===== config.mk =====
export PLATFORM = sky130hd
export DESIGN_NAME = scnn_tile_sched_flat
export DESIGN_NICKNAME = d
export VERILOG_FILES = /design/src/rtl/scnn_pkg.sv /design/src/rtl/scnn_tile_sched_if.sv /design/src/rtl/scnn_lane_mask.sv /design/src/rtl/scnn_tile_sched.sv /design/src/flat_wrapper.sv
export SDC_FILE = /design/constraint.sdc
export NUM_CORES = 1
export LEC_CHECK = 0
export ABC_AREA = 1
export CAP_MARGIN = 10
export CORE_ASPECT_RATIO = 1.25
export CORE_MARGIN = 1
export CORE_UTILIZATION = 30
export CTS_CLUSTER_DIAMETER = 40
export CTS_CLUSTER_SIZE = 28
export DETAILED_ROUTE_END_ITERATION = 6
export GPL_TIMING_DRIVEN = 0
export PLACE_DENSITY = 0.45
export RECOVER_POWER = 100
export SKIP_CTS_REPAIR_TIMING = 1
export SLEW_MARGIN = 30
export SYNTH_ARGS = -nofsm -noshare
export SYNTH_HDL_FRONTEND = slang
export SYNTH_HIERARCHICAL = 1
export SYNTH_SLANG_ARGS = --single-unit

===== constraint.sdc =====
create_clock -name clk -period 2.15 [get_ports clk]
set_input_delay 0.3225 -clock clk [delete_from_list [all_inputs] [get_ports clk]]
set_output_delay 0.3225 -clock clk [all_outputs]
set_load 0.1 [all_outputs]

===== src/rtl/scnn_pkg.sv =====
// Shared types and widths for the SCNN tile scheduler.
package scnn_pkg;

    localparam int unsigned IDX_W     = 8;
    localparam int unsigned LANES_DEF = 4;

    typedef enum logic [2:0] {
        StIdle,
        StIssue,
        StDrain,
        StReduce,
        StDone
    } sched_state_t;

endpackage


===== src/rtl/scnn_tile_sched_if.sv =====
// Tile issue handshake between the scheduler (master) and the PE array (slave).
interface scnn_tile_sched_if #(
    parameter int unsigned LANES = scnn_pkg::LANES_DEF
);
    logic                       tile_valid;
    logic                       tile_ready;
    logic [scnn_pkg::IDX_W-1:0] ip_base;
    logic [scnn_pkg::IDX_W-1:0] wt_base;
    logic [LANES-1:0]           ip_mask;
    logic [LANES-1:0]           wt_mask;
    logic                       wt_first;
    logic                       tile_last;

    modport master (
        output tile_valid, ip_base, wt_base, ip_mask, wt_mask, wt_first, tile_last,
        input  tile_ready
    );

    modport slave (
        input  tile_valid, ip_base, wt_base, ip_mask, wt_mask, wt_first, tile_last,
        output tile_ready
    );
endinterface


===== src/rtl/scnn_lane_mask.sv =====
// Per-lane occupancy mask: lane i is real when base + i < count.
module scnn_lane_mask
    import scnn_pkg::*;
#(
    parameter int unsigned LANES = LANES_DEF
) (
    input  logic [IDX_W-1:0] base,
    input  logic [IDX_W-1:0] count,
    output logic [LANES-1:0] mask
);

    // One extra bit so base + i never wraps for counts up to 255.
    for (genvar i = 0; i < LANES; i++) begin : g_lane
        assign mask[i] = ({1'b0, base} + (IDX_W + 1)'(i)) < {1'b0, count};
    end

endmodule


===== src/rtl/scnn_tile_sched.sv =====
// Cartesian-product tile scheduler: walks input x weight tiles, drains, reduces, signals done.
// Optional SCNN_SCHED_PERF_EN adds busy-cycle and stall counters.
module scnn_tile_sched
    import scnn_pkg::*;
#(
    parameter int unsigned LANES     = LANES_DEF,
    parameter int unsigned DRAIN_CYC = 2
) (
    input  logic              clk,
    input  logic              rst_n,
    input  logic              start,
    input  logic              flush,
    input  logic [IDX_W-1:0]  num_nz_ips,
    input  logic [IDX_W-1:0]  num_nz_wts,
    scnn_tile_sched_if.master tile,
    output logic              reduce_en,
    output logic              busy,
    output logic              done
`ifdef SCNN_SCHED_PERF_EN
    ,
    output logic [15:0]       cyc_cnt,
    output logic [15:0]       stall_cnt
`endif
);

    localparam logic [IDX_W:0] Step      = LANES[IDX_W:0];
    localparam logic [7:0]     DrainLast = 8'(DRAIN_CYC - 1);

    sched_state_t     state_q, state_d;
    logic [IDX_W-1:0] ips_q, ips_d, wts_q, wts_d;
    logic [IDX_W-1:0] ip_base_q, ip_base_d, wt_base_q, wt_base_d;
    logic [7:0]       drain_q, drain_d;
    logic [IDX_W:0]   ip_next, wt_next;
    logic             wt_wrap, ip_wrap, issue, hs;
    logic [LANES-1:0] ip_mask, wt_mask;

    assign ip_next = {1'b0, ip_base_q} + Step;
    assign wt_next = {1'b0, wt_base_q} + Step;
    assign wt_wrap = wt_next >= {1'b0, wts_q};
    assign ip_wrap = ip_next >= {1'b0, ips_q};
    assign issue   = (state_q == StIssue);
    assign busy    = (state_q != StIdle);

    // flush masks the offer in the same cycle so no handshake can slip through.
    assign tile.tile_valid = issue && !flush;
    assign tile.ip_base    = ip_base_q;
    assign tile.wt_base    = wt_base_q;
    assign tile.ip_mask    = ip_mask;
    assign tile.wt_mask    = wt_mask;
    assign tile.wt_first   = issue && (wt_base_q == '0);
    assign tile.tile_last  = issue && wt_wrap && ip_wrap;
    assign hs              = tile.tile_valid && tile.tile_ready;

    scnn_lane_mask #(.LANES(LANES)) u_ip_mask (
        .base  (ip_base_q),
        .count (ips_q),
        .mask  (ip_mask)
    );

    scnn_lane_mask #(.LANES(LANES)) u_wt_mask (
        .base  (wt_base_q),
        .count (wts_q),
        .mask  (wt_mask)
    );

    always_comb begin
        state_d   = state_q;
        ips_d     = ips_q;
        wts_d     = wts_q;
        ip_base_d = ip_base_q;
        wt_base_d = wt_base_q;
        drain_d   = drain_q;
        reduce_en = 1'b0;
        done      = 1'b0;
        if (flush) begin
            state_d = StIdle;
        end else begin
            unique case (state_q)
                StIdle: begin
                    if (start) begin
                        ips_d     = num_nz_ips;
                        wts_d     = num_nz_wts;
                        ip_base_d = '0;
                        wt_base_d = '0;
                        state_d   = (num_nz_ips == '0 || num_nz_wts == '0) ? StDone : StIssue;
                    end
                end
                StIssue: begin
                    if (hs) begin
                        // Bases are left on the final tile; the next start clears them.
                        if (tile.tile_last) begin
                            state_d = StDrain;
                            drain_d = '0;
                        end else if (wt_wrap) begin
                            wt_base_d = '0;
                            ip_base_d = ip_next[IDX_W-1:0];
                        end else begin
                            wt_base_d = wt_next[IDX_W-1:0];
                        end
                    end
                end
                StDrain: begin
                    if (drain_q == DrainLast) state_d = StReduce;
                    else                      drain_d = drain_q + 8'd1;
                end
                StReduce: begin
                    reduce_en = 1'b1;
                    state_d   = StDone;
                end
                StDone: begin
                    done    = 1'b1;
                    state_d = StIdle;
                end
                default: state_d = StIdle;
            endcase
        end
    end

    always_ff @(posedge clk or negedge rst_n) begin
        if (!rst_n) begin
            state_q   <= StIdle;
            ips_q     <= '0;
            wts_q     <= '0;
            ip_base_q <= '0;
            wt_base_q <= '0;
            drain_q   <= '0;
        end else begin
            state_q   <= state_d;
            ips_q     <= ips_d;
            wts_q     <= wts_d;
            ip_base_q <= ip_base_d;
            wt_base_q <= wt_base_d;
            drain_q   <= drain_d;
        end
    end

`ifdef SCNN_SCHED_PERF_EN
    logic [15:0] cyc_q, stall_q;

    always_ff @(posedge clk or negedge rst_n) begin
        if (!rst_n) begin
            cyc_q   <= '0;
            stall_q <= '0;
        end else if (state_q == StIdle && start && !flush) begin
            cyc_q   <= '0;
            stall_q <= '0;
        end else begin
            if (busy && cyc_q != 16'hFFFF) cyc_q <= cyc_q + 16'd1;
            if (tile.tile_valid && !tile.tile_ready && stall_q != 16'hFFFF) begin
                stall_q <= stall_q + 16'd1;
            end
        end
    end

    assign cyc_cnt   = cyc_q;
    assign stall_cnt = stall_q;
`endif

endmodule

===== src/flat_wrapper.sv =====
// flat-port wrapper written by rule: the top's interface ports become plain ports
module scnn_tile_sched_flat import scnn_pkg::*;
#(
    parameter int unsigned LANES     = LANES_DEF,
    parameter int unsigned DRAIN_CYC = 2
)
  (clk, rst_n, start, flush, num_nz_ips, num_nz_wts, reduce_en, busy, done, tile_tile_valid, tile_ip_base, tile_wt_base, tile_ip_mask, tile_wt_mask, tile_wt_first, tile_tile_last, tile_tile_ready);
  scnn_tile_sched_if #(.LANES(LANES)) tile_i ();
  input  logic clk;
  input  logic rst_n;
  input  logic start;
  input  logic flush;
  input  logic [IDX_W-1:0] num_nz_ips;
  input  logic [IDX_W-1:0] num_nz_wts;
  output logic reduce_en;
  output logic busy;
  output logic done;
  output wire logic [$bits(tile_i.tile_valid)-1:0] tile_tile_valid;
  output wire logic [$bits(tile_i.ip_base)-1:0] tile_ip_base;
  output wire logic [$bits(tile_i.wt_base)-1:0] tile_wt_base;
  output wire logic [$bits(tile_i.ip_mask)-1:0] tile_ip_mask;
  output wire logic [$bits(tile_i.wt_mask)-1:0] tile_wt_mask;
  output wire logic [$bits(tile_i.wt_first)-1:0] tile_wt_first;
  output wire logic [$bits(tile_i.tile_last)-1:0] tile_tile_last;
  input wire logic [$bits(tile_i.tile_ready)-1:0] tile_tile_ready;
  assign tile_tile_valid = tile_i.tile_valid;
  assign tile_ip_base = tile_i.ip_base;
  assign tile_wt_base = tile_i.wt_base;
  assign tile_ip_mask = tile_i.ip_mask;
  assign tile_wt_mask = tile_i.wt_mask;
  assign tile_wt_first = tile_i.wt_first;
  assign tile_tile_last = tile_i.tile_last;
  assign tile_i.tile_ready = tile_tile_ready;
  scnn_tile_sched #(.LANES(LANES), .DRAIN_CYC(DRAIN_CYC)) u_core (.clk(clk), .rst_n(rst_n), .start(start), .flush(flush), .num_nz_ips(num_nz_ips), .num_nz_wts(num_nz_wts), .tile(tile_i), .reduce_en(reduce_en), .busy(busy), .done(done));
endmodule

* Yosys cells after proc, flatten, opt, wreduce, memory -nomap -nowiden
Index checks and enable logic that the tools add are counted.
Word-level totals: register bits 43
Cells by class: equality and inequality tests 15, reduce and logical (&&, ||, !) cells 19, add/subtract/negate cells 9, bitwise gates (word level) 1, $lt $le $gt $ge 10, multiplexer cells 24
Operators with widths (count):
- 8-bit 2-to-1 mux | 10
- 9-bit by 8-bit < comparator with 1-bit output | 6
- 8-bit one-hot mux with 2 select lines | 3
- 8-bit by 2-bit adder with 9-bit output (second input constant) | 4
- 8-bit logical NOT | 3
- 8-bit by 1-bit adder with 9-bit output (second input constant) | 2
- 8-bit by 3-bit adder with 9-bit output (second input constant) | 2
- 9-bit by 8-bit >= comparator with 1-bit output | 2
- 3-bit 2-to-1 mux | 6
- 8-bit < comparator | 2
- 3-bit one-hot mux with 4 select lines | 1
- 2-bit != test (second input constant) | 5
- 5-bit AND reduction | 2
- 3-bit != test (second input constant) | 3
- 8-bit by 1-bit adder with 8-bit output (second input constant) | 1
- 8-bit by 1-bit == test with 1-bit output (second input constant) | 1
- 3-bit by 2-bit == test with 1-bit output (second input constant) | 2
- 6-bit AND reduction | 1
- 1-bit logical AND | 5
- 1-bit 2-to-1 mux | 4
- 4-bit AND reduction | 1
- 2-bit nonzero test | 2
- 3-bit by 1-bit == test with 1-bit output (second input constant) | 1
- 3-bit == test (second input constant) | 1
- other kinds (8) | 8

* Depth between registers and ports, before layout
depth in word-level cells 8, mapped depth 15, mapped depth without buffers 15

* Cells and area by module
Netlist, hierarchy kept.
Modules (own cells, without submodules):
- scnn_tile_sched | area an instance 2577.5 µm², cells an instance 321, seq. area each 975.9 µm², times used 1
- scnn_lane_mask (u_core.u_ip_mask) | area an instance 1078.5 µm², cells an instance 165, seq. area each 0.0 µm², times used 1
- scnn_lane_mask (u_core.u_wt_mask) | area an instance 1073.5 µm², cells an instance 162, seq. area each 0.0 µm², times used 1

* Worst setup path before layout
OpenSTA, ideal clock, no wires.
path kind register -> output, start reg u_core.ip_base_q[6], in the netlist u_core/tile.ip_base[6], end out tile_ip_mask[3], data required time 1.827 ns, stages on the path, launching flop included 9, buffers on the path 0, slack -1.685 ns, arrival time 3.513 ns, cell sequence dfrtp_1 -> inv_1 -> xor2_1 -> ha_1 -> nand2_1 -> nand2_1 -> a21oi_1 -> nand2_1 -> a21oi_1
On the way: longest elaborated chain between the ends 2
RTL lines:
- start: declaration | line scnn_tile_sched.sv:31 | logic [IDX_W-1:0] ip_base_q, ip_base_d, wt_base_q, wt_base_d;
- start signal: assignment | line scnn_tile_sched.sv:131 | ip_base_q <= ip_base_d;
- 8-bit by 2-bit adder with 9-bit output | line scnn_lane_mask.sv:14 | assign mask[i] = ({1'b0, base} + (IDX_W + 1)'(i)) < {1'b0, count};
- 9-bit by 8-bit < comparator with 1-bit output | line scnn_lane_mask.sv:14
- end: declaration | line flat_wrapper.sv:21 | output wire logic [$bits(tile_i.ip_mask)-1:0] tile_ip_mask;
Every way passes these cells.

* Worst setup path in the final report
start reg u_core.ip_base_q[2], in the netlist u_core/tile.ip_base[2], end out tile_tile_last
On the way: longest elaborated chain between the ends 3
RTL lines:
- 8-bit by 3-bit adder with 9-bit output | line scnn_tile_sched.sv:37 | assign ip_next = {1'b0, ip_base_q} + Step;
- 9-bit by 8-bit >= comparator with 1-bit output | line scnn_tile_sched.sv:40 | assign ip_wrap = ip_next >= {1'b0, ips_q};
- 1-bit logical AND | line scnn_tile_sched.sv:51 | assign tile.tile_last = issue && wt_wrap && ip_wrap;
- end: declaration | line flat_wrapper.sv:24 | output wire logic [$bits(tile_i.tile_last)-1:0] tile_tile_last;
Every way passes these cells.

==> reports/metrics.yaml <==
outcome:
  status: "complete, but fails checks"
  violations: "setup timing"
finish:
  fillerInstances: 1561
  antenna_cells: 0
  fin_nets: 858
  synthToLayoutAreaGrowth_pct: 38.9
  instances_no_fill: 965
  multi_input_area_um2: 3830
  regArea_um2: 1020
  drive_above_1_share_pct: 26.2
  final_util_pct: 43.2
routing:
  drt_iter0_drc: 115
  wl_per_cell_um: 13.4
  firstDrtPassIters: 4
  route.vias.total: 4382
  post-route-drc-count: 0
  ant_nets: 0
  viasPerCell: 4.54
  wl_um: 12900
timing:
  hold_slack_ns: 0.532
  setup_tns_ns: -8.45
  max-slew-margin-rel_pct: 22.3
  rsz0062_at_grt: "true"
  hold_violations: 0
  setup_viol: 33
  fmax_ghz: 0.373
  min_period_ns: 2.68
  drv_slew: 0
  worst_slack_ns: -0.532
  finalCritPeriodShare_pct: 125
  finalClockSkew_ns: 0.00976
  worst_pin_slew_ns: 1.17
power_and_ir_drop:
  vdd_drop_max_mv: 0.734
  powerDensity_nw_per_um2: 817
  power_mw: 5.37
  cellLeakagePower_nw: 3.57
setup_path:
  cp.required_ns: 1.83
  path_class: "reg -> out"
  end_kind: "primary output"
  timing.rr.end: "u_core/drain_q[1]$_DFFE_PN0P_"
  cp_data_arrival_time_ns: 2.36
  reg2reg_depth: 14
  reg2reg_from: "u_core/tile.ip_base[2]$_DFFE_PN0P_"
  r2r_setup_slack_ns: -0.33
  cp-start-kind: "flip-flop"
  worst-path-max-fanout: 5
placed_design:
  port_buffers: 46
  place_congestion: 0.828
  dp_hpwl_um: 10100
  dp.cells: 926
clock_network:
  insertion_delay_ns: 0.29
  clk_pin_slew_worst_paths_ns: 0.06
  cts_tree: "yes"
  cts_buffers: 5
  ctsLongestPathBuffers: 2
  htree_levels: 2
  clock_sink_count: 39
  cts_root_buf: "clkbuf_16"
yosys:
  yosys_warnings: 6
  ys_types: 39
  async_flop_share_pct: 100
  synth_edf_count: 0
  ys_seq_area_share_pct: 20.6
  synth.largest_area_cell: "ha_1"
  netlist_area_um2: 4730
  ys_top_cells_by_count: "nand2_1 (169), inv_1 (97), ha_1 (81), a21oi_1 (49), dfrtp_1 (39)"
  netlist_top_cells_area: "ha_1 (21%), dfrtp_1 (21%), nand2_1 (13%)"
  synth-seq-cells: 39
  syn_avg_cell_area_um2: 7.30
  synth.top_cell.area_share_pct: 21.4
  ys.flop_type: "dfrtp_1"
  synthCells: 648
  synth_most_common_cell: "nand2_1"
global_route:
  antenna_found_initial: 0
  grt_overflow: 0
  grt_use_total_pct: 16.4
  grt_start_max_net_pins: 27
  grt_pass1_wl_um: 21000
  grt_pass1_vias: 4343
floorplan:
  core_area_um2: 15200
  start_util_pct: 31.1
  die_x_um: 114
  rows: 50
  dieHeight_um: 142
  die_area_um2: 16300
  io_pins: 51
hold_path:
  worstHoldStart: "u_core/drain_q[7]$_DFFE_PN0P_"
  hold_path_depth: 2
  hp-class: "reg -> reg"
  min_to: "u_core/drain_q[7]$_DFFE_PN0P_"
flow_run:
  maxCapViolations: 0
-- flip-flops by register name, indices dropped and copies added, names as in the netlist --
| signal | cells |
|---|---|
| u_core/state_q | 3 |
| u_core/wts_q | 8 |
| u_core/tile.wt_base | 6 |
| u_core/tile.ip_base | 6 |
| u_core/ips_q | 8 |
| u_core/drain_q | 8 |
-- metrics by stage --
stage / area, um2 / setup WS (ns)
after floorplan: 5080 / -0.579
after global placement: 5800 / -1.30
after detailed placement: 5820 / -1.32
after CTS: 5960 / -1.65
after global routing: 6570 / -0.638
final: 6570 / -0.532
-- worst max-delay path: stages (launching register included) --
cell	delay [ns]
dfrtp_4	0.52
ha_4	0.19
nand3_2	0.06
xor2_1	0.15
inv_1	0.10
ha_4	0.23
a21o_1	0.15
nand3_1	0.07
nand2_1	0.06
inv_2	0.07
nand3_4	0.10
nand3_4	0.10
clkinvlp_4	0.10
buf_12	0.17
-- placed cells by master (no fill, tap or decap), types with 8 or more instances in the layout --
cell type        instances
nand2_1                155
inv_1                   89
ha_1                    68
a21oi_1                 36
xor2_1                  29
nor2_1                  27
dfrtp_1                 27
buf_4                   24
conb_1                  24
nand2_2                 20
clkdlybuf4s50_1         18
inv_2                   14
nand3_1                 13
nand4_1                 13
ha_4                    13
dfrtp_4                 12
buf_12                  11
nand3_2                 11
buf_6                   10
a21oi_4                  9
nor2_2                   8
-- cell families after synthesis --
group	count (synthesis)	synth area share (%)
other cells	1	0.0793
xor+xnor	39	7.54
mux	4	0.952
simple gates	300	31.7
buf+inv	118	10.3
flops	39	20.6
compound gates	66	7.38
fa+ha+maj	81	21.4
-- worst max-delay path by stage --
stage	from	to	depth (start not counted)	slack, ns
final	u_core/tile.ip_base[2]$_DFFE_PN0P_	tile_tile_last	13	-0.53
after global routing	u_core/tile.wt_base[2]$_DFFE_PN0P_	tile_tile_last	13	-0.64
after CTS	u_core/tile.ip_base[2]$_DFFE_PN0P_	tile_tile_last	13	-1.65
after detailed placement	u_core/tile.ip_base[2]$_DFFE_PN0P_	tile_tile_last	11	-1.32
after global placement	u_core/tile.ip_base[2]$_DFFE_PN0P_	tile_tile_last	13	-1.30
after floorplan	u_core/tile.ip_base[2]$_DFFE_PN0P_	tile_tile_last	12	-0.58
-- metal layers --
metal	wire length [um]	up-vias	global-route usage (%)	share of wire, %
met3	301	14	1.53	2.3
met4	245	0	4.92	1.9
met5	0	-	0	0
met1	5490	2030	19.4	42
met2	6890	64	30.7	53
li1	-	2274	-	-
-- layout make-up --
class | instances | area share (%)
multi-input cells | 515 | 58.3
flip-flops and latches | 39 | 15.5
repair buffers | 77 | 12.1
inverters | 108 | 6.44
well taps | 208 | 3.96
clock buffers | 7 | 2.17
plain buffers | 10 | 1.41
clock inverters | 1 | 0.0762
-- report_power, final --
part | internal [mW] | total [mW] | switching (mW)
Clock | 0.460 | 0.751 | 0.291
Combinational | 1.24 | 3.47 | 2.23
Sequential | 0.936 | 1.14 | 0.206
Note: power is estimated with default switching activity, not from simulation.
==> variant, RTL diff (config.mk and constraints unchanged) <==
`IDX_W`: 8 -> 9.
--- a/src/rtl/scnn_pkg.sv
+++ b/src/rtl/scnn_pkg.sv
@@ -2,5 +2,5 @@
 package scnn_pkg;
 
-    localparam int unsigned IDX_W     = 8;
+    localparam int unsigned IDX_W     = 9;
     localparam int unsigned LANES_DEF = 4;
 
Ports: changed (resized num_nz_ips, num_nz_wts, tile_ip_base and tile_wt_base); port bits go from 51 to 55. The function was not compared with the original's and may differ.
==> variant against the unedited design <==
- the flow still finishes with violations (negative setup slack)
- area after synthesis grew 10%
- count of clock-buffer cells in the layout fell by 1
- setup slack worse by 0.071 ns
- routed wire length up 8.6%
- register-to-register slack worse by 0.13 ns
- die area increased by 9.9%
- clock skew is 0.0039 ns lower
- core utilization shrank 2.3 points
- first-iteration DRC count grew 4.3%
- combinational power up 14%
- sequential cell count is 4 higher
- cell area rose by 5.3%
- largest power group unchanged
- power grew 15%
==> variant: results (changes against the unedited design) <==
stage,metric,value,unit,change
outcome,outcome,finished with violations,,unchanged
outcome,violations,negative setup slack,,unchanged
power_and_ir_drop,power_frac_seq,0.211,,was 0.213
drt,wire_per_inst,13.4,um,about the same
global_routing,grt_pass1_vias,4618,,"was 4,343"
power_and_ir_drop,ir_worst_vdd,0.678,mV,was 0.734 mV
sta,finalSetupTns,-10.75,ns,was -8.45 ns
synth,seq_area_frac_synth,0.207,,was 0.206
placement,dp_slack,-1.41,ns,was -1.32 ns
drt,wirelength,14000,um,"was 12,900 um"
sta,finalSetupViolations,34,,was 33
sta,skew,0.00588,ns,was 0.00976 ns
sta,slew_headroom,0.218,,was 0.223
worst_setup_path,reg2reg_to,u_core/drain_q[6],,was u_core/drain_q[1]
global_routing,met1_usage,0.181,,was 0.194
worst_setup_path,worstRegToRegCells,19,,was 14
power_and_ir_drop,clockPowerShare,0.149,,was 0.140
placement,hpwl,11300,um,"was 10,100 um"
worst_setup_path,critical-path-top-delay-family,simple AND/OR/NAND/NOR gates,,was flip-flops
worst_setup_path,reg2reg_slack,-0.46,ns,was -0.33 ns
global_routing,grt_use_met2,0.317,,was 0.307
power_and_ir_drop,p_int,3.02,mW,was 2.64 mW
sta,setup_ws,-0.604,ns,was -0.532 ns
power_and_ir_drop,power_density,892,nW/um^2,was 817 nW/um^2
finish,largestRegisters,"u_core/ips_q x9, u_core/wts_q x9, u_core/drain_q x8",,"was u_core/drain_q x8, u_core/ips_q x8, u_core/wts_q x8"
synth,synth_cell_type_count,44,,was 39
drt,wl_met2,7650,um,was 6890 um
placement,dpl_cell_area,6310,um^2,was 5820 um^2
drt,met1Wirelength,5900,um,was 5490 um
sta,timing.hold.ws,0.265,ns,was 0.532 ns
synth,avgSynthCellArea,7.20,um^2,was 7.30 um^2
global_routing,grt_max_degree,44,,was 27
placement,dpl.cell_count,1016,,was 926
synth,synthTopCellsByCount,"nand2_1, inv_1, ha_1, nor2_1, dfrtp_1",,"was nand2_1, inv_1, ha_1, a21oi_1, dfrtp_1"
drt,via_count,4778,,"was 4,382"
finish,num-fill-cells,1793,,"was 1,561"
drt,drtIter0Drc,120,,was 115
finish,final_nets,941,,was 858
variant: cell count changes after synthesis, sizes merged, moves of 10 or more:
cell | unedited run | this run
nor2 | 41 | 78
ha | 81 | 91
o21ai | 13 | 30
nand2 | 180 | 165
nand3 | 30 | 41
variant: cell type report:
class,instances,area (um^2),area share
multi-input combinational,574,4030,0.583
sequential,43,1130,0.163
timing repair buffer,74,728,0.105
inverter,113,429,0.0620
tap,220,275,0.0398
buffer,16,149,0.0215
clock buffer,6,139,0.0201
clock inverter,2,38.8,0.00561
variant: kinds of logic (layout without fill, tap and decap cells):
group / after synthesis / count (layout) / share of synthesized area
buffers and inverters: 129 / 211 / 0.106
adders and majority gates: 91 / 91 / 0.219
muxes: 3 / 3 / 0.00625
AOI/OAI and AO/OA: 93 / 93 / 0.107
xor gates and xnor gates: 43 / 43 / 0.0753
and+or+nand+nor: 320 / 320 / 0.279
other: 1 / 24 / 0.000721
DFF: 43 / 43 / 0.207
